<file path="src/rtl/ifetch_pkg.sv">
// Shared types and constants for the instruction fetch unit.
// IFETCH_PC_TAG_EN adds the fetch address to every buffered entry.
package ifetch_pkg;

    localparam int          IFETCH_WORD_W        = 32;
    localparam logic [31:0] IFETCH_PC_STEP       = 32'd4;
    localparam int          IFETCH_DEFAULT_DEPTH = 4;

    typedef enum logic [1:0] {
        FETCH_IDLE,
        FETCH_BUSY,
        FETCH_DISCARD
    } fetch_state_e;

`ifdef IFETCH_PC_TAG_EN
    typedef struct packed {
        logic [31:0]              pc;
        logic [IFETCH_WORD_W-1:0] word;
    } ifetch_entry_t;
`else
    typedef struct packed {
        logic [IFETCH_WORD_W-1:0] word;
    } ifetch_entry_t;
`endif

    localparam int IFETCH_ENTRY_W = $bits(ifetch_entry_t);

    function automatic logic [31:0] ifetch_align(input logic [31:0] addr);
        return addr & ~32'h3;
    endfunction

endpackage

</file>
<file path="src/rtl/ifetch_if.sv">
// Instruction memory read bus: one outstanding req/ack transaction at a time.
interface ifetch_if;
    logic        mem_req;
    logic [31:0] mem_addr;
    logic        mem_ack;
    logic [31:0] mem_rdata;

    modport master (output mem_req, output mem_addr, input mem_ack, input mem_rdata);
    modport slave  (input mem_req, input mem_addr, output mem_ack, output mem_rdata);
endinterface

</file>
<file path="src/rtl/ifetch_fifo.sv">
// Synchronous prefetch FIFO with a registered head word; flush dominates push/pop.
module ifetch_fifo
    import ifetch_pkg::*;
#(
    parameter int DEPTH = IFETCH_DEFAULT_DEPTH,
    parameter int WIDTH = IFETCH_ENTRY_W,
    localparam int PTR_W = $clog2(DEPTH),
    localparam int CNT_W = $clog2(DEPTH + 1)
) (
    input  logic             clk,
    input  logic             rst,
    input  logic             push,
    input  logic [WIDTH-1:0] push_data,
    input  logic             pop,
    input  logic             flush,
    output logic [WIDTH-1:0] head,
    output logic             full,
    output logic             empty,
    output logic [CNT_W-1:0] count
);

    localparam logic [CNT_W-1:0] FULL_CNT = CNT_W'(DEPTH);

    logic [WIDTH-1:0] mem_reg [DEPTH];
    logic [WIDTH-1:0] head_reg;
    logic [PTR_W-1:0] rd_ptr_reg, rd_ptr_next;
    logic [PTR_W-1:0] wr_ptr_reg, wr_ptr_next;
    logic [CNT_W-1:0] count_reg, count_next;
    logic             do_push, do_pop;
    logic             head_load, head_bypass;

    assign full  = (count_reg == FULL_CNT);
    assign empty = (count_reg == '0);
    assign count = count_reg;
    assign head  = head_reg;

    always_comb begin
        do_pop      = pop && !empty;
        do_push     = push && (!full || do_pop);
        rd_ptr_next = rd_ptr_reg;
        wr_ptr_next = wr_ptr_reg;
        count_next  = count_reg;
        head_load   = 1'b0;
        head_bypass = 1'b0;
        if (flush) begin
            rd_ptr_next = '0;
            wr_ptr_next = '0;
            count_next  = '0;
        end else begin
            if (do_pop)  rd_ptr_next = rd_ptr_reg + PTR_W'(1);
            if (do_push) wr_ptr_next = wr_ptr_reg + PTR_W'(1);
            if (do_push && !do_pop)      count_next = count_reg + CNT_W'(1);
            else if (!do_push && do_pop) count_next = count_reg - CNT_W'(1);
            // The new head comes from the array unless the pushed word becomes head directly.
            if (do_pop) begin
                head_load   = (count_next != '0);
                head_bypass = (count_reg == CNT_W'(1));
            end else if (empty && do_push) begin
                head_load   = 1'b1;
                head_bypass = 1'b1;
            end
        end
    end

    always_ff @(posedge clk) begin
        if (rst) begin
            rd_ptr_reg <= '0;
            wr_ptr_reg <= '0;
            count_reg  <= '0;
            head_reg   <= '0;
        end else begin
            rd_ptr_reg <= rd_ptr_next;
            wr_ptr_reg <= wr_ptr_next;
            count_reg  <= count_next;
            if (head_load) begin
                head_reg <= head_bypass ? push_data : mem_reg[rd_ptr_next];
            end
        end
    end

    always_ff @(posedge clk) begin
        if (do_push && !flush) begin
            mem_reg[wr_ptr_reg] <= push_data;
        end
    end

endmodule

</file>
<file path="src/rtl/ifetch_unit.sv">
// Instruction fetch unit: sequential prefetch into a FIFO with PC redirect/flush.
// Define IFETCH_PC_TAG_EN to tag entries with their address and expose I_pc.
module ifetch_unit
    import ifetch_pkg::*;
#(
    parameter int          DEPTH    = IFETCH_DEFAULT_DEPTH,
    parameter logic [31:0] RESET_PC = 32'h0000_0000
) (
    input  logic        clk,
    input  logic        rst,
    ifetch_if.master    mem,
    output logic [31:0] I,
    output logic        W_IR_valid,
    input  logic        write_ir,
    input  logic        pc_load,
    input  logic [31:0] pc_new
`ifdef IFETCH_PC_TAG_EN
    ,
    output logic [31:0] I_pc
`endif
);

    localparam int               CNT_W    = $clog2(DEPTH + 1);
    localparam logic [CNT_W-1:0] FULL_CNT = CNT_W'(DEPTH);

    fetch_state_e  state_reg, state_next;
    logic          mem_req_reg, mem_req_next;
    logic [31:0]   mem_addr_reg, mem_addr_next;
    logic [31:0]   fetch_pc_reg, fetch_pc_next;
    logic          acked, remain, launch;
    logic          fifo_push, fifo_pop, fifo_full, fifo_empty;
    logic [CNT_W-1:0] fifo_count, count_nx;
    ifetch_entry_t push_entry, head_entry;
    logic [IFETCH_ENTRY_W-1:0] head_data;

    assign mem.mem_req  = mem_req_reg;
    assign mem.mem_addr = mem_addr_reg;
    assign head_entry   = head_data;
    assign I            = head_entry.word;
    assign W_IR_valid   = !fifo_empty;
`ifdef IFETCH_PC_TAG_EN
    assign I_pc         = head_entry.pc;
`endif

    always_comb begin
        push_entry      = '0;
        push_entry.word = mem.mem_rdata;
`ifdef IFETCH_PC_TAG_EN
        push_entry.pc   = mem_addr_reg;
`endif
    end

    always_comb begin
        acked     = mem_req_reg && mem.mem_ack;
        fifo_pop  = write_ir && !fifo_empty;
        // A response for a discarded or concurrently redirected request is dropped.
        fifo_push = acked && (state_reg == FETCH_BUSY) && !pc_load && (!fifo_full || fifo_pop);

        count_nx = fifo_count;
        if (pc_load)                    count_nx = '0;
        else if (fifo_push && !fifo_pop) count_nx = fifo_count + CNT_W'(1);
        else if (!fifo_push && fifo_pop) count_nx = fifo_count - CNT_W'(1);

        fetch_pc_next = fetch_pc_reg;
        if (pc_load)        fetch_pc_next = ifetch_align(pc_new);
        else if (fifo_push) fetch_pc_next = fetch_pc_reg + IFETCH_PC_STEP;

        remain = mem_req_reg && !acked;
        launch = !remain && (count_nx < FULL_CNT);

        state_next = state_reg;
        case (state_reg)
            FETCH_IDLE: begin
                if (launch) state_next = FETCH_BUSY;
            end
            FETCH_BUSY: begin
                if (acked)        state_next = launch ? FETCH_BUSY : FETCH_IDLE;
                else if (pc_load) state_next = FETCH_DISCARD;
            end
            FETCH_DISCARD: begin
                if (acked) state_next = launch ? FETCH_BUSY : FETCH_IDLE;
            end
            default: state_next = FETCH_IDLE;
        endcase

        mem_req_next  = remain || launch;
        mem_addr_next = launch ? fetch_pc_next : mem_addr_reg;
    end

    always_ff @(posedge clk) begin
        if (rst) begin
            state_reg    <= FETCH_IDLE;
            mem_req_reg  <= 1'b0;
            mem_addr_reg <= RESET_PC;
            fetch_pc_reg <= RESET_PC;
        end else begin
            state_reg    <= state_next;
            mem_req_reg  <= mem_req_next;
            mem_addr_reg <= mem_addr_next;
            fetch_pc_reg <= fetch_pc_next;
        end
    end

    ifetch_fifo #(
        .DEPTH (DEPTH),
        .WIDTH (IFETCH_ENTRY_W)
    ) u_fifo (
        .clk       (clk),
        .rst       (rst),
        .push      (fifo_push),
        .push_data (push_entry),
        .pop       (fifo_pop),
        .flush     (pc_load),
        .head      (head_data),
        .full      (fifo_full),
        .empty     (fifo_empty),
        .count     (fifo_count)
    );

endmodule

</file>
<file path="src/flat_wrapper.sv">
// flat-port wrapper written by rule: the top's interface ports become plain ports
module ifetch_unit_flat import ifetch_pkg::*;
#(
    parameter int          DEPTH    = IFETCH_DEFAULT_DEPTH,
    parameter logic [31:0] RESET_PC = 32'h0000_0000
)
  (clk, rst, I, W_IR_valid, write_ir, pc_load, pc_new, mem_mem_req, mem_mem_addr, mem_mem_ack, mem_mem_rdata);
  ifetch_if mem_i ();
  input  logic clk;
  input  logic rst;
  output logic [31:0] I;
  output logic W_IR_valid;
  input  logic write_ir;
  input  logic pc_load;
  input  logic [31:0] pc_new;
  output wire logic [$bits(mem_i.mem_req)-1:0] mem_mem_req;
  output wire logic [$bits(mem_i.mem_addr)-1:0] mem_mem_addr;
  input wire logic [$bits(mem_i.mem_ack)-1:0] mem_mem_ack;
  input wire logic [$bits(mem_i.mem_rdata)-1:0] mem_mem_rdata;
  assign mem_mem_req = mem_i.mem_req;
  assign mem_mem_addr = mem_i.mem_addr;
  assign mem_i.mem_ack = mem_mem_ack;
  assign mem_i.mem_rdata = mem_mem_rdata;
  ifetch_unit #(.DEPTH(DEPTH), .RESET_PC(RESET_PC)) u_core (.clk(clk), .rst(rst), .mem(mem_i), .I(I), .W_IR_valid(W_IR_valid), .write_ir(write_ir), .pc_load(pc_load), .pc_new(pc_new));
endmodule
</file>
<file path="config.mk">
export PLATFORM = sky130hd
export DESIGN_NAME = ifetch_unit_flat
export DESIGN_NICKNAME = d
export VERILOG_FILES = /design/src/rtl/ifetch_pkg.sv /design/src/rtl/ifetch_if.sv /design/src/rtl/ifetch_fifo.sv /design/src/rtl/ifetch_unit.sv /design/src/flat_wrapper.sv
export SDC_FILE = /design/constraint.sdc
export NUM_CORES = 1
export LEC_CHECK = 0
export ABC_AREA = 1
export BUFFER_PORTS_ARGS = -buffer_cell sky130_fd_sc_hd__buf_4
export CORE_MARGIN = 10
export CORE_UTILIZATION = 59
export CTS_CLUSTER_SIZE = 8
export DETAILED_ROUTE_END_ITERATION = 12
export PLACE_DENSITY_LB_ADDON = 0.3
export SLEW_MARGIN = 20
export SYNTH_ARGS = -nofsm -noshare
export SYNTH_HDL_FRONTEND = slang
export SYNTH_HIERARCHICAL = 1
export SYNTH_SLANG_ARGS = --single-unit
</file>
<file path="constraint.sdc">
create_clock -name clk -period 4.2 [get_ports clk]
set_input_delay 0.42 -clock clk [delete_from_list [all_inputs] [get_ports clk]]
set_output_delay 0.42 -clock clk [all_outputs]
set_load 0.02 [all_outputs]
</file>
== After elaboration in Yosys (flattened, before gate mapping) ==
Memory sizes are Yosys's and may differ from the RTL's.
Index checks and enable logic that the tools add are counted.
Operators by class
  multiplexer cells: 24
  equality and inequality tests: 7
  order comparisons: 1
  reductions and logical operators: 32
  $add $sub $neg: 5
Operator list (count)
  $mux 32: 3
  $add 32x3->32 const B: 1
  $mux 3: 6
  $logic_and 1x1->1: 15
  $mux 2: 6
  $logic_not 1->1: 9
  $mux 1: 8
  $pmux 2 s3: 1
  $add 2x1->2 const B: 2
  $ne 2x1->1 const B: 2
  $add 3x1->3 const B: 1
  $eq 3x1->1 const B: 1
  $eq 3x3->1 const B: 1
  $logic_not 3->1: 1
  $logic_or 1x1->1: 3
  $lt 3x3->1 const B: 1
  $ne 3x2->1 const B: 1
  $reduce_and 3->1: 1
  $reduce_bool 3->1: 1
  $sub 3x1->3 const B: 1
  $eq 2x1->1 const B: 1
  $eq 2x2->1 const B: 1
  $logic_not 2->1: 1
  $reduce_or 2->1: 1
Word-level totals
  bits of input ports: 69
  memory bits (writable): 128
  logic and storage cells: 78
  flip-flop bits (word level): 106
  memories: 1
Memory list
  u_core.u_fifo.mem_reg: words 4, width 32, rd ports 1, clocked after memory_dff 0, wr ports 1, RTL line ifetch_fifo.sv:24  | logic [WIDTH-1:0] mem_reg [DEPTH];

== Logic depth before layout (Yosys ltp) ==
  depth in word-level cells: 15
  gate-level depth with buffers: 22

== By module ==
Netlist, hierarchy kept.
By module, submodules not included
  ifetch_fifo: sequential area each 4624.4 um^2, times used 1, area each 7443.4 um^2, cells an instance 754
  ifetch_unit: sequential area each 1341.3 um^2, times used 1, area each 3753.6 um^2, cells an instance 596

== Worst setup path before layout ==
OpenSTA, ideal clock, no wires.
  kind: register -> register
  start point: register u_core.u_fifo.count_reg[0] (netlist: u_core/u_fifo/count[0])
  end point: memory u_core/u_fifo/mem_reg[0][0] (netlist bit), enable pin
  data arrival time: 3379 ps
  clock period less this slack: 3801 ps
  stages on the path, launching flop included: 15
  library setup time: 421 ps
  slack: 399 ps
  required time: 3779 ps
  path through: dfxtp_1 inv_1 ha_1 nand2_4 inv_1 inv_1 nand2_1 nand2_1 nand2_2 clkinv_2 buf_2 nand2_2 inv_1 nand2_1 nor2_1
Between the ends
  word-level cells in the longest chain between the ends: 9
Ends and longest elaborated chain
  from (decl): RTL line ifetch_fifo.sv:28  | logic [CNT_W-1:0] count_reg, count_next;
  from (signal assigned): RTL line ifetch_fifo.sv:74  | count_reg <= count_next;
  $logic_not 3->1: RTL line ifetch_fifo.sv:33  | assign empty = (count_reg == '0);
  via u_core.fifo_empty: RTL line ifetch_unit.sv:31  | logic fifo_push, fifo_pop, fifo_full, fifo_empty;
  $logic_not 1->1
  via W_IR_valid: RTL line flat_wrapper.sv:12  | output logic W_IR_valid;
  $logic_and 1x1->1: RTL line ifetch_unit.sv:55  | fifo_pop = write_ir && !fifo_empty;
  $logic_or 1x1->1: RTL line ifetch_unit.sv:57  | fifo_push = acked && (state_reg == FETCH_BUSY) && !pc_load && (!fifo_full || fifo_pop);
  $logic_and 1x1->1: RTL line ifetch_unit.sv:57
  via u_core.fifo_push: RTL line ifetch_unit.sv:31
  $logic_and 1x1->1: RTL line ifetch_fifo.sv:39  | do_push = push && (!full || do_pop);
  $logic_and 1x1->1: RTL line ifetch_fifo.sv:82  | if (do_push && !flush) begin
  $mux 1: RTL line ifetch_fifo.sv:82
  $mux 1 (not written as such): RTL line ifetch_fifo.sv:83  | mem_reg[wr_ptr_reg] <= push_data;
  to (decl): RTL line ifetch_fifo.sv:24
The timed path passes the listed nets, and every way through them passes these cells.

== Final worst setup path ==
  start point: register u_core.u_fifo.count_reg[0] (netlist: u_core/u_fifo/count[0])
  end point: register u_core.u_fifo.head_reg[6] (netlist: u_core/u_fifo/head[6])
Between the ends
  word-level cells in the longest chain between the ends: 14
Ends and longest elaborated chain
  $logic_not 3->1 *: RTL line ifetch_fifo.sv:33
  via u_core.fifo_empty: RTL line ifetch_unit.sv:31
  $logic_not 1->1 *: RTL line ifetch_unit.sv:55
  $logic_and 1x1->1 *: RTL line ifetch_unit.sv:55
  via u_core.fifo_pop: RTL line ifetch_unit.sv:31
  $logic_or 1x1->1 or $logic_and 1x1->1 (tied branches): RTL line ifetch_unit.sv:57, ifetch_fifo.sv:38
  $logic_and 1x1->1 or $logic_or 1x1->1 (tied branches): RTL line ifetch_unit.sv:57, ifetch_fifo.sv:39
  $logic_and 1x1->1: RTL line ifetch_fifo.sv:39
  $logic_not 1->1: RTL line ifetch_fifo.sv:53  | else if (!do_push && do_pop) count_next = count_reg - CNT_W'(1);
  $logic_and 1x1->1: RTL line ifetch_fifo.sv:53
  $mux 3: RTL line ifetch_fifo.sv:53
  $mux 3: RTL line ifetch_fifo.sv:52  | if (do_push && !do_pop) count_next = count_reg + CNT_W'(1);
  $mux 3: RTL line ifetch_fifo.sv:45  | if (flush) begin
  $reduce_bool 3->1: RTL line ifetch_fifo.sv:56  | head_load = (count_next != '0);
  $mux 1: RTL line ifetch_fifo.sv:55  | if (do_pop) begin
  $mux 1: RTL line ifetch_fifo.sv:45
  to (signal assigned): RTL line ifetch_fifo.sv:76  | head_reg <= head_bypass ? push_data : mem_reg[rd_ptr_next];
  to (decl): RTL line ifetch_fifo.sv:25  | logic [WIDTH-1:0] head_reg;
Mark *: on every way through the listed nets, which the timed path passes. The rest lies on a longest branch. The select of a mux whose other input is x is not followed.
A chain may end at the register's enable or synchronous reset.

==> flow_metrics.tcl <==
set metrics [dict create \
    wl_met2_mm 13.3 \
    ys_warn_count 6 \
    grt_usage_pct 21.6 \
    fin_crit_ps 3330 \
    cts_max_path_buffers 3 \
    critPathRequiredTime_ps 4600 \
    slew_violations 0 \
    hp-class "input port to register" \
    die_h_um 158 \
    htree_num_levels 2 \
    drc_errors 0 \
    start_kind "register" \
    grt_start_max_net_pins 65 \
    wl_mm 27.0 \
    routed.top_layer "met5" \
    yosysMostFrequentCell "nand2_1" \
    syn2layout_area_growth_pct 17.7 \
    antenna_found_initial 1 \
    io_buffers 132 \
    syn-instance-count 1350 \
    largest_reg_flops 128 \
    die_x_um 158 \
    p_per_area_mw_per_mm2 409 \
    hpwl_mm 17.1 \
    clk_latency_ps 510 \
    final_core_util_pct 70.4 \
    drtIter0Drc 692 \
    dr.pass1.iters 5 \
    cp.arrival_ps 3730 \
    max_freq_ghz 0.300 \
    crit_path_max_fanout 32 \
    path_class "register to register" \
    synth-edff-count 128 \
    vdd_drop_max_uv 298 \
    register_area_sq_mm 0.00597 \
    synth_top_area_share_pct 34.3 \
    synth.distinct_cells 40 \
    worst_slew_margin_rel_pct 44.8 \
    wl_met1_mm 10.7 \
    synth_xor_area_share_pct 0.156 \
    synth_top_family_by_area "simple AND/OR/NAND/NOR gates" \
    grt_pass1_wl_mm 43.9 \
    yosys.area.top_type "edfxtp_1" \
    end_kind "register" \
    synth_top_cells_by_area "edfxtp_1 (34%), dfxtp_1 (19%), nand2_1 (13%)" \
    ant_nets 0 \
    boundaryPins 135 \
    ys_seq_area_share_pct 53.3 \
    avgSynthCellArea_sq_um 8.29 \
    fin_setup_tns_ps 0 \
    max_stage_delay_ps 690 \
    fill_cells 1407 \
    synth_simple_gate_area_share_pct 33.2 \
    ys_ff_latch 234 \
    rsz0062_at_grt "no" \
    ys.flop_type "edfxtp_1" \
    num_rows 50 \
    setup_viol 0 \
    numCtsBuffers 35 \
    vias 9501 \
    multi_input_area_sq_mm 0.00430 \
    start_util_pct 59.9 \
    timing.critical_path.buf_inv 5 \
    crit_slowest_cell "inv_2" \
    setup_ws_ps 871 \
    via_per_inst 5.51 \
    cts_hold_buf 0 \
    synth_area_sq_mm 0.0112 \
    synth_fa_ha_area_share_pct 1.01 \
    outcome "complete, no violations" \
    wl_per_cell_um 15.6 \
    postCtsResizedCells 0 \
    grt_pass1_vias 9263 \
    grt_overflow_total 0 \
    cpMostUsedCell "inv_1" \
    routabilityCongestion 0.917 \
    synth_common_cells "nand2_1 (400), nand3_1 (150), nor2_1 (150)" \
    core_sq_mm 0.0187 \
    synth-compound-area-share_pct 3.70 \
    root_buffer "clkbuf_16" \
    drive_above_1_share_pct 17.5 \
    cts_setup_buffers 0 \
    fin_nets 1546 \
    period_share_pct 79.3 \
    clk_pin_slew_ps 50 \
    cap_violations 0 \
    place_ws_ps 839 \
    finalClockSkew_ps 20.5 \
    synth_mux_area_share_pct 0.0894 \
    worst_pin_slew_ps 827 \
    syn_nets 1428 \
    clkSinkCount 234 \
    cts_tree "built" \
    crit_chain "inv_1, ha_1, nand2_4, inv_1, inv_1, nand2_1, inv_1, nand2_4, nand2_1, nand3_2, inv_2, nand3_1, nand3_1, nand2_1, nor2_1, nor2_1" \
    hold_viol 0 \
    cp_top_family "simple AND/OR/NAND/NOR gates" \
    die_area_sq_mm 0.0249 \
    synthArstFlopShare_pct 0 \
    num_antenna_cells 0 \
    leakage_uw 0.00575 \
    met3WireLength_mm 2.32 \
]
-- worst paths after layout --
check / start / to / slack, ps / depth (start not counted)
worst min register to register: u_core/fetch_pc_reg[1] / u_core/fetch_pc_reg[1] / 440 / 2
worst max-delay path: u_core/u_fifo/count[0] / u_core/u_fifo/head[6] / 870 / 16
worst max register to register: u_core/u_fifo/count[0] / u_core/u_fifo/head[6] / 870 / 16
worst min-delay path: mem_mem_rdata[27] / u_core/u_fifo/mem_reg[0][27] / 120 / 1
-- layout by cell type (no fill, tap or decap), types with 2 or more instances in the layout --
cell type    n
nor2_1     146
inv_2        6
clkbuf_16   35
nand3b_1     5
edfxtp_1   128
inv_6        3
nand2_4      3
nand3_1    148
nor2_4       4
nand4_1     77
a21oi_2      7
nand2_2     26
nor3_1       4
o21ai_0     17
inv_1      118
o21bai_1     2
ha_1         9
nor2_2       7
or2_2        5
clkbuf_1    21
nand2_1    399
buf_4      154
o21ai_1      5
dfxtp_1    106
a21oi_1     38
nand3_2      6
-- per-layer routing --
metal  vias to the layer above  track usage, %
li1                       4672               -
met1                      4342            25.2
met2                       424            37.0
met3                        61            5.40
met4                         2            9.26
met5                         -               0
-- logic make-up (layout without fill, tap and decap cells) --
kind of cell    Yosys count  count (layout)
simple gates            833             833
compound gates           73              73
mux                       1               1
flops                   234             234
buf+inv                 198             339
fa+ha+maj                 9               9
xor+xnor                  2               2
-- metrics by stage --
step           hold WS [ps]  total power, uW  cells  cell area [sq um]
5_1_grt                 113             5590   1725              13200
4_1_cts                 111             5430   1725              13200
2_1_floorplan           418             2770   1350              11200
6_report                119             5390   1725              13200
3_3_place_gp            428             2920   1665              12200
3_5_place_dp            432             2920   1665              12200
-- report_power, final --
| group | leakage, uW | switching, uW | internal, uW |
|---|---|---|---|
| Sequential | 0.00202 | 39.4 | 2470 |
| Clock | 0.000474 | 954 | 1550 |
| Combinational | 0.00326 | 231 | 144 |
| Total | 0.00575 | 1220 | 4160 |
-- final cells by class --
cell class                      count  share of cell area, %
Multi-Input combinational cell    918                   32.6
Clock buffer                       56                   7.25
Inverter                          125                   3.57
Sequential cell                   234                   45.3
Timing Repair Buffer              154                   8.78
Clock inverter                      4                  0.266
Tap cell                          234                   2.22
(Power assumes the default switching activity.)
